## src/rtl/usb_pkt_validator.sv

```systemverilog
// usb_pkt_validator
//   Validates a received USB data packet (PID check, then optional bit-serial
//   CRC16 check over the 64-bit payload) and presents the payload to a
//   downstream consumer with a valid/ready handshake.
//
//   Optional feature macro: USB_CRC16_CHECK_EN
//     defined   : CHECK state runs the CRC16 over 64 cycles (blk_valid 66
//                 cycles after pkt_done).
//     undefined : a valid PID goes straight to HOLD (blk_valid 2 cycles after
//                 pkt_done); crc_err is tied low and no CRC logic exists.
//
//   Ports
//     clk        in   system clock, rising edge
//     n_rst      in   synchronous reset, active HIGH despite the name
//     pkt_done   in   one-cycle strobe, packet fields valid in that cycle
//     rcv_pid    in   [7:0]  received PID
//     rcv_crc16  in   [15:0] received CRC16, bit 0 first on the wire
//     rcv_data   in   [63:0] received payload, bit 0 first on the wire
//     blk_ready  in   downstream can accept the block
//     blk_valid  out  blk_data holds a validated block
//     blk_data   out  [63:0] validated payload (zero when not valid)
//     pid_err    out  one-cycle pulse, PID rejected
//     crc_err    out  one-cycle pulse, CRC16 mismatch
//     drop_cnt   out  [7:0] saturating count of discarded packets
//     busy       out  FSM not in IDLE
//
//   state | meaning
//   IDLE  | waiting for pkt_done; one cycle later (pend_q) the PID is judged
//   CHECK | shifting payload bits through the CRC16, one bit per cycle
//   HOLD  | presenting blk_data until blk_ready
module usb_pkt_validator (
    input  logic        clk,
    input  logic        n_rst,
    input  logic        pkt_done,
    input  logic [7:0]  rcv_pid,
    input  logic [15:0] rcv_crc16,
    input  logic [63:0] rcv_data,
    input  logic        blk_ready,
    output logic        blk_valid,
    output logic [63:0] blk_data,
    output logic        pid_err,
    output logic        crc_err,
    output logic [7:0]  drop_cnt,
    output logic        busy
);

    localparam logic [1:0] S_IDLE  = 2'd0;
    localparam logic [1:0] S_CHECK = 2'd1;
    localparam logic [1:0] S_HOLD  = 2'd2;

    logic [1:0]  state_q, state_d;
    logic        pend_q, pend_d;
    logic [7:0]  pid_q, pid_d;
    logic [63:0] data_q, data_d;
    logic [7:0]  drop_q, drop_d;
    logic        pid_ok;
    logic        overrun;
    logic        crc_fail;

    assign pid_ok = (pid_q[7:4] == ~pid_q[3:0]) &&
                    ((pid_q[3:0] == 4'b0011) || (pid_q[3:0] == 4'b1011));

`ifdef USB_CRC16_CHECK_EN
    logic [15:0] crc_q, crc_d;
    logic [15:0] crc_rx_q, crc_rx_d;
    logic [5:0]  cnt_q, cnt_d;
    logic        crc_bit;
    logic [15:0] crc_step;
    logic [15:0] crc_calc;

    // cnt_q counts down 63..0, so ~cnt_q walks the payload from bit 0 upward
    assign crc_bit  = data_q[~cnt_q];
    assign crc_step = {crc_q[14:0], 1'b0} ^ ((crc_q[15] ^ crc_bit) ? 16'h8005 : 16'h0000);

    // final CRC is inverted and bit-reversed to match wire order of rcv_crc16
    always_comb begin
        crc_calc = '0;
        for (int i = 0; i < 16; i++) begin
            crc_calc[i] = ~crc_step[15-i];
        end
    end

    assign crc_fail = (state_q == S_CHECK) && (cnt_q == 6'd0) && (crc_calc != crc_rx_q);
`else
    logic unused_crc;
    assign unused_crc = ^rcv_crc16;
    assign crc_fail   = 1'b0;
`endif

    // a strobe is lost whenever a packet is already in flight, including the
    // PID-decision cycle and the handshake cycle
    assign overrun = pkt_done && ((state_q != S_IDLE) || pend_q);

    always_comb begin
        state_d = state_q;
        pend_d  = 1'b0;
        pid_d   = pid_q;
        data_d  = data_q;
`ifdef USB_CRC16_CHECK_EN
        crc_d    = crc_q;
        crc_rx_d = crc_rx_q;
        cnt_d    = cnt_q;
`endif
        case (state_q)
            S_IDLE: begin
                if (pend_q) begin
                    if (pid_ok) begin
`ifdef USB_CRC16_CHECK_EN
                        state_d = S_CHECK;
                        crc_d   = 16'hFFFF;
                        cnt_d   = 6'd63;
`else
                        state_d = S_HOLD;
`endif
                    end
                end else if (pkt_done) begin
                    pend_d = 1'b1;
                    pid_d  = rcv_pid;
                    data_d = rcv_data;
`ifdef USB_CRC16_CHECK_EN
                    crc_rx_d = rcv_crc16;
`endif
                end
            end
            S_CHECK: begin
`ifdef USB_CRC16_CHECK_EN
                crc_d = crc_step;
                cnt_d = cnt_q - 6'd1;
                if (cnt_q == 6'd0) begin
                    crc_d   = 16'hFFFF;
                    state_d = crc_fail ? S_IDLE : S_HOLD;
                end
`else
                state_d = S_IDLE;
`endif
            end
            S_HOLD: begin
                if (blk_ready) begin
                    state_d = S_IDLE;
                end
            end
            default: state_d = S_IDLE;
        endcase

        // simultaneous drop causes count once
        drop_d = drop_q;
        if ((pid_err || crc_fail || overrun) && (drop_q != 8'hFF)) begin
            drop_d = drop_q + 8'd1;
        end
    end

    always_ff @(posedge clk) begin
        if (n_rst) begin
            state_q <= S_IDLE;
            pend_q  <= 1'b0;
            pid_q   <= '0;
            data_q  <= '0;
            drop_q  <= '0;
`ifdef USB_CRC16_CHECK_EN
            crc_q    <= 16'hFFFF;
            crc_rx_q <= '0;
            cnt_q    <= '0;
`endif
        end else begin
            state_q <= state_d;
            pend_q  <= pend_d;
            pid_q   <= pid_d;
            data_q  <= data_d;
            drop_q  <= drop_d;
`ifdef USB_CRC16_CHECK_EN
            crc_q    <= crc_d;
            crc_rx_q <= crc_rx_d;
            cnt_q    <= cnt_d;
`endif
        end
    end

    assign pid_err   = pend_q && !pid_ok;
    assign crc_err   = crc_fail;
    assign blk_valid = (state_q == S_HOLD);
    assign blk_data  = blk_valid ? data_q : '0;
    assign busy      = (state_q != S_IDLE);
    assign drop_cnt  = drop_q;

endmodule

```

## config.mk

```make
export PLATFORM = sky130hd
export DESIGN_NAME = usb_pkt_validator
export DESIGN_NICKNAME = d
export VERILOG_FILES = /design/src/rtl/usb_pkt_validator.sv
export SDC_FILE = /design/constraint.sdc
export NUM_CORES = 1
export LEC_CHECK = 0
export BUFFER_PORTS_ARGS = -buffer_cell sky130_fd_sc_hd__buf_2
export CAP_MARGIN = 0
export CELL_PAD_IN_SITES_DETAIL_PLACEMENT = 0
export CELL_PAD_IN_SITES_GLOBAL_PLACEMENT = 2
export CORE_ASPECT_RATIO = 0.7
export CORE_MARGIN = 5
export CORE_UTILIZATION = 25
export CTS_BUF_LIST = sky130_fd_sc_hd__clkbuf_2
export DETAILED_ROUTE_END_ITERATION = 12
export HOLD_SLACK_MARGIN = 0.1
export PLACE_DENSITY_LB_ADDON = 0.3
export REMOVE_ABC_BUFFERS = 1
export SYNTH_ARGS = -nofsm -noshare
export SYNTH_HDL_FRONTEND = slang
export SYNTH_SLANG_ARGS = --single-unit
```

## constraint.sdc

```tcl
create_clock -name clk -period 2.35 [get_ports clk]
set_clock_uncertainty 0.1 [all_clocks]
set_input_delay 0.3525 -clock clk [delete_from_list [all_inputs] [get_ports clk]]
set_output_delay 0.3525 -clock clk [all_outputs]
set_load 0.01 [all_outputs]
```

==> impl_metrics.env <==
export IMPL_status="completed"
export IMPL_final_cell_mix="150 x buf_2, 146 x nand2_1, 85 x dlygate4sd3_1"
export IMPL_grt_max_degree=48
export IMPL_synth_edf_count=0
export IMPL_antenna_left=0
export IMPL_hp_start="n_rst"
export IMPL_die_area_um2=16300
export IMPL_ys_warn_count=0
export IMPL_core_area_um2=13300
export IMPL_syn_area_um2=3440
export IMPL_endpoint_kind="flip-flop"
export IMPL_grt_overflow=0
export IMPL_async_flop_share=0
export IMPL_placedCellCount=753
export IMPL_cts_buffers=9
export IMPL_r2r_start="state_q[1]"
export IMPL_setup_tns_ns=0
export IMPL_grt_pass1_wl_um=17400
export IMPL_synth_top_cell_area_share=0.477
export IMPL_synth_xor_area_frac=0.0127
export IMPL_synthCells=443
export IMPL_synth_top_family_by_area="simple AND/OR/NAND/NOR gates"
export IMPL_ys_top_cells_by_area="dfxtp_1 48%, nand2_1 16%, and2_1 12%"
export IMPL_min_to="drop_cnt[6]"
export IMPL_drv_slew=0
export IMPL_finalWorstSetupSlack_ns=0.177
export IMPL_r2r_end="data_q[17]"
export IMPL_worstSetupPathType="flip-flop to flip-flop"
export IMPL_layout_commonest_cell="buf_2"
export IMPL_grt_pass1_vias=3531
export IMPL_ys_ff_latch=82
export IMPL_utilization=0.402
export IMPL_synth_avg_cell_area_um2=7.77
export IMPL_rsz0062_at_grt="false"
export IMPL_synth_fa_ha_area_frac=0.00363
export IMPL_drive_above_1_share=0.273
export IMPL_dpl_hpwl_um=7050
export IMPL_post_route_period_util=0.925
export IMPL_syn2layout_area_growth_pct=55.4
export IMPL_crit_required_ns=2.74
export IMPL_io_pin_count=168
export IMPL_yosysSeqAreaShare=0.477
export IMPL_vdd_ir_drop_max_mv=0.251
export IMPL_clockBufferDepth=2
export IMPL_critPathSlowestCell="dlygate4sd3_1"
export IMPL_antenna_found_initial=0
export IMPL_p_leak_nw=2.50
export IMPL_synth_area_leader_cell="dfxtp_1"
export IMPL_crit_fanout=39
export IMPL_min_period_ns=2.17
export IMPL_relSlewSlack=0.638
export IMPL_htreeDepth=3
export IMPL_ys_flop_type="dfxtp_1"
export IMPL_cts_tree="done"
export IMPL_worstPathCellList="buf_4 > nor2_1 > and2_2 > buf_6 > nand2_1 > a21oi_1 > dlygate4sd3_1"
export IMPL_crit_arrival_ns=2.56
export IMPL_grt_use_total=0.134
export IMPL_start_util=0.259
export IMPL_die_height_um=108
export IMPL_clock_fmax_ghz=0.460
export IMPL_clock_sinks=82
export IMPL_die_w_um=150
export IMPL_n_antenna_cell=0
export IMPL_preCtsSetupSlack_ns=0.451
export IMPL_hold_class="input port to flip-flop"
export IMPL_clkTransAtPathRegs_ns=0.22
export IMPL_hold_viol=0
export IMPL_whs_path_depth=3
export IMPL_synth_distinct_cells=31
export IMPL_gp_congestion=0.723
export IMPL_via_per_inst=4.18
export IMPL_maxCapViolations=0
export IMPL_power_density_nw_per_um2=511
export IMPL_reg2reg_setup_slack_ns=0.18
export IMPL_tightest_slew_ns=0.539
export IMPL_drt_total_wl_um=11000
export IMPL_drc=0
export IMPL_synth_simple_area_share=0.319
export IMPL_io_buffers=150
export IMPL_setup_viol=0
export IMPL_max_stage_delay_ns=0.56
export IMPL_rows=35
export IMPL_wl_per_cell_um=12.9
export IMPL_clk_latency_ns=0.52
export IMPL_drtIter0Drc=105
export IMPL_r2r_cells=7
export IMPL_firstDrtPassIters=4
export IMPL_fin_cells=855
export IMPL_finish_net_count=758
export IMPL_synth_compound_area_frac=0.139
export IMPL_vias=3573
export IMPL_cts_root_buf="clkbuf_2"
export IMPL_startpoint_type="flip-flop"
export IMPL_muxShareOfSynthArea=0.00727
## worst max path at each step
stage | from | end | slack (ns) | cells past startpoint
2_1_floorplan | state_q[1] | data_q[0] | -0.47 | 4
5_1_grt | pid_q[6] | pid_err | 0.002 | 4
3_3_place_gp | pid_q[6] | drop_cnt[7] | 0.48 | 5
4_1_cts | state_q[1] | data_q[17] | 0.08 | 7
3_5_place_dp | pid_q[6] | drop_cnt[7] | 0.45 | 5
6_report | state_q[1] | data_q[17] | 0.18 | 7
## cell families (layout without fill, tap and decap cells)
logic type,count (synthesis),in the layout
buffers and inverters,35,262
flip-flops,82,82
XOR/XNOR,5,5
AND/OR/NAND/NOR,233,233
AO/OA/AOI/OAI,84,84
adder cells (fa/ha/maj),1,1
other,1,1
multiplexers,2,2
## Yosys cell counts, types with 2 or more instances
master    number
a211oi_1       2
a21oi_1       75
and2_1        65
and4_1         2
buf_4          2
clkbuf_1      31
dfxtp_1       82
inv_1          2
nand2_1      147
nand3_1        3
nor2_1         8
xnor2_1        5
## worst max-delay path: cells and delay by family (launching register included)
family	cells	cell delay, ns
AO/OA/AOI/OAI	1	0.13
buffers and inverters	3	1.05
flip-flops	1	0.38
AND/OR/NAND/NOR	3	0.48
## sequential cells by signal, indices dropped and copies added (netlist names)
signal and flops:
pid_q 8, state_q 1, data_q 64, drop_cnt 8
pend_q 1
## repair_timing
action                     4_1_cts  5_1_grt
gates cloned                     0        0
hold endpoints to repair        73        0
setup buffers                    1        0
resized for setup                0        1
hold buffers                    85        0
setup endpoints to repair        1        9
pin swaps                        1        0
## metrics by stage
| step | hold WS, ns | total power, mW | instance area (um2) |
|---|---|---|---|
| after floorplan | 0.322 | 1.67 | 3310 |
| after global placement | 0.338 | 1.81 | 4360 |
| after detailed placement | 0.342 | 1.82 | 4360 |
| after CTS | 0.148 | 2.79 | 5350 |
| after global routing | 0.140 | 2.90 | 5350 |
| final | 0.218 | 2.74 | 5350 |
## routing by layer
metal | up-vias | global-route usage | wire [um]
li1 | 1849 | - | -
met1 | 1613 | 0.173 | 5360
met2 | 106 | 0.211 | 4670
met3 | 5 | 0.0603 | 954
met4 | 0 | 0.0235 | 57
met5 | - | 0 | 0
## power by group
part	switching [mW]	internal, mW	total [mW]
sequential	0.0399	1.47	1.51
clock	0.498	0.340	0.837
combinational	0.181	0.208	0.389
## cell type report
type | instances | area, um2
inverter | 2 | 7.51
sequential | 82 | 1640
fill | 1438 | 7960
clock buffer | 9 | 45.0
timing repair buffer | 244 | 1670
multi-input combinational | 326 | 1670
clock inverter | 7 | 83.8
tap | 185 | 231
Note: power is estimated with default switching activity, not from simulation.
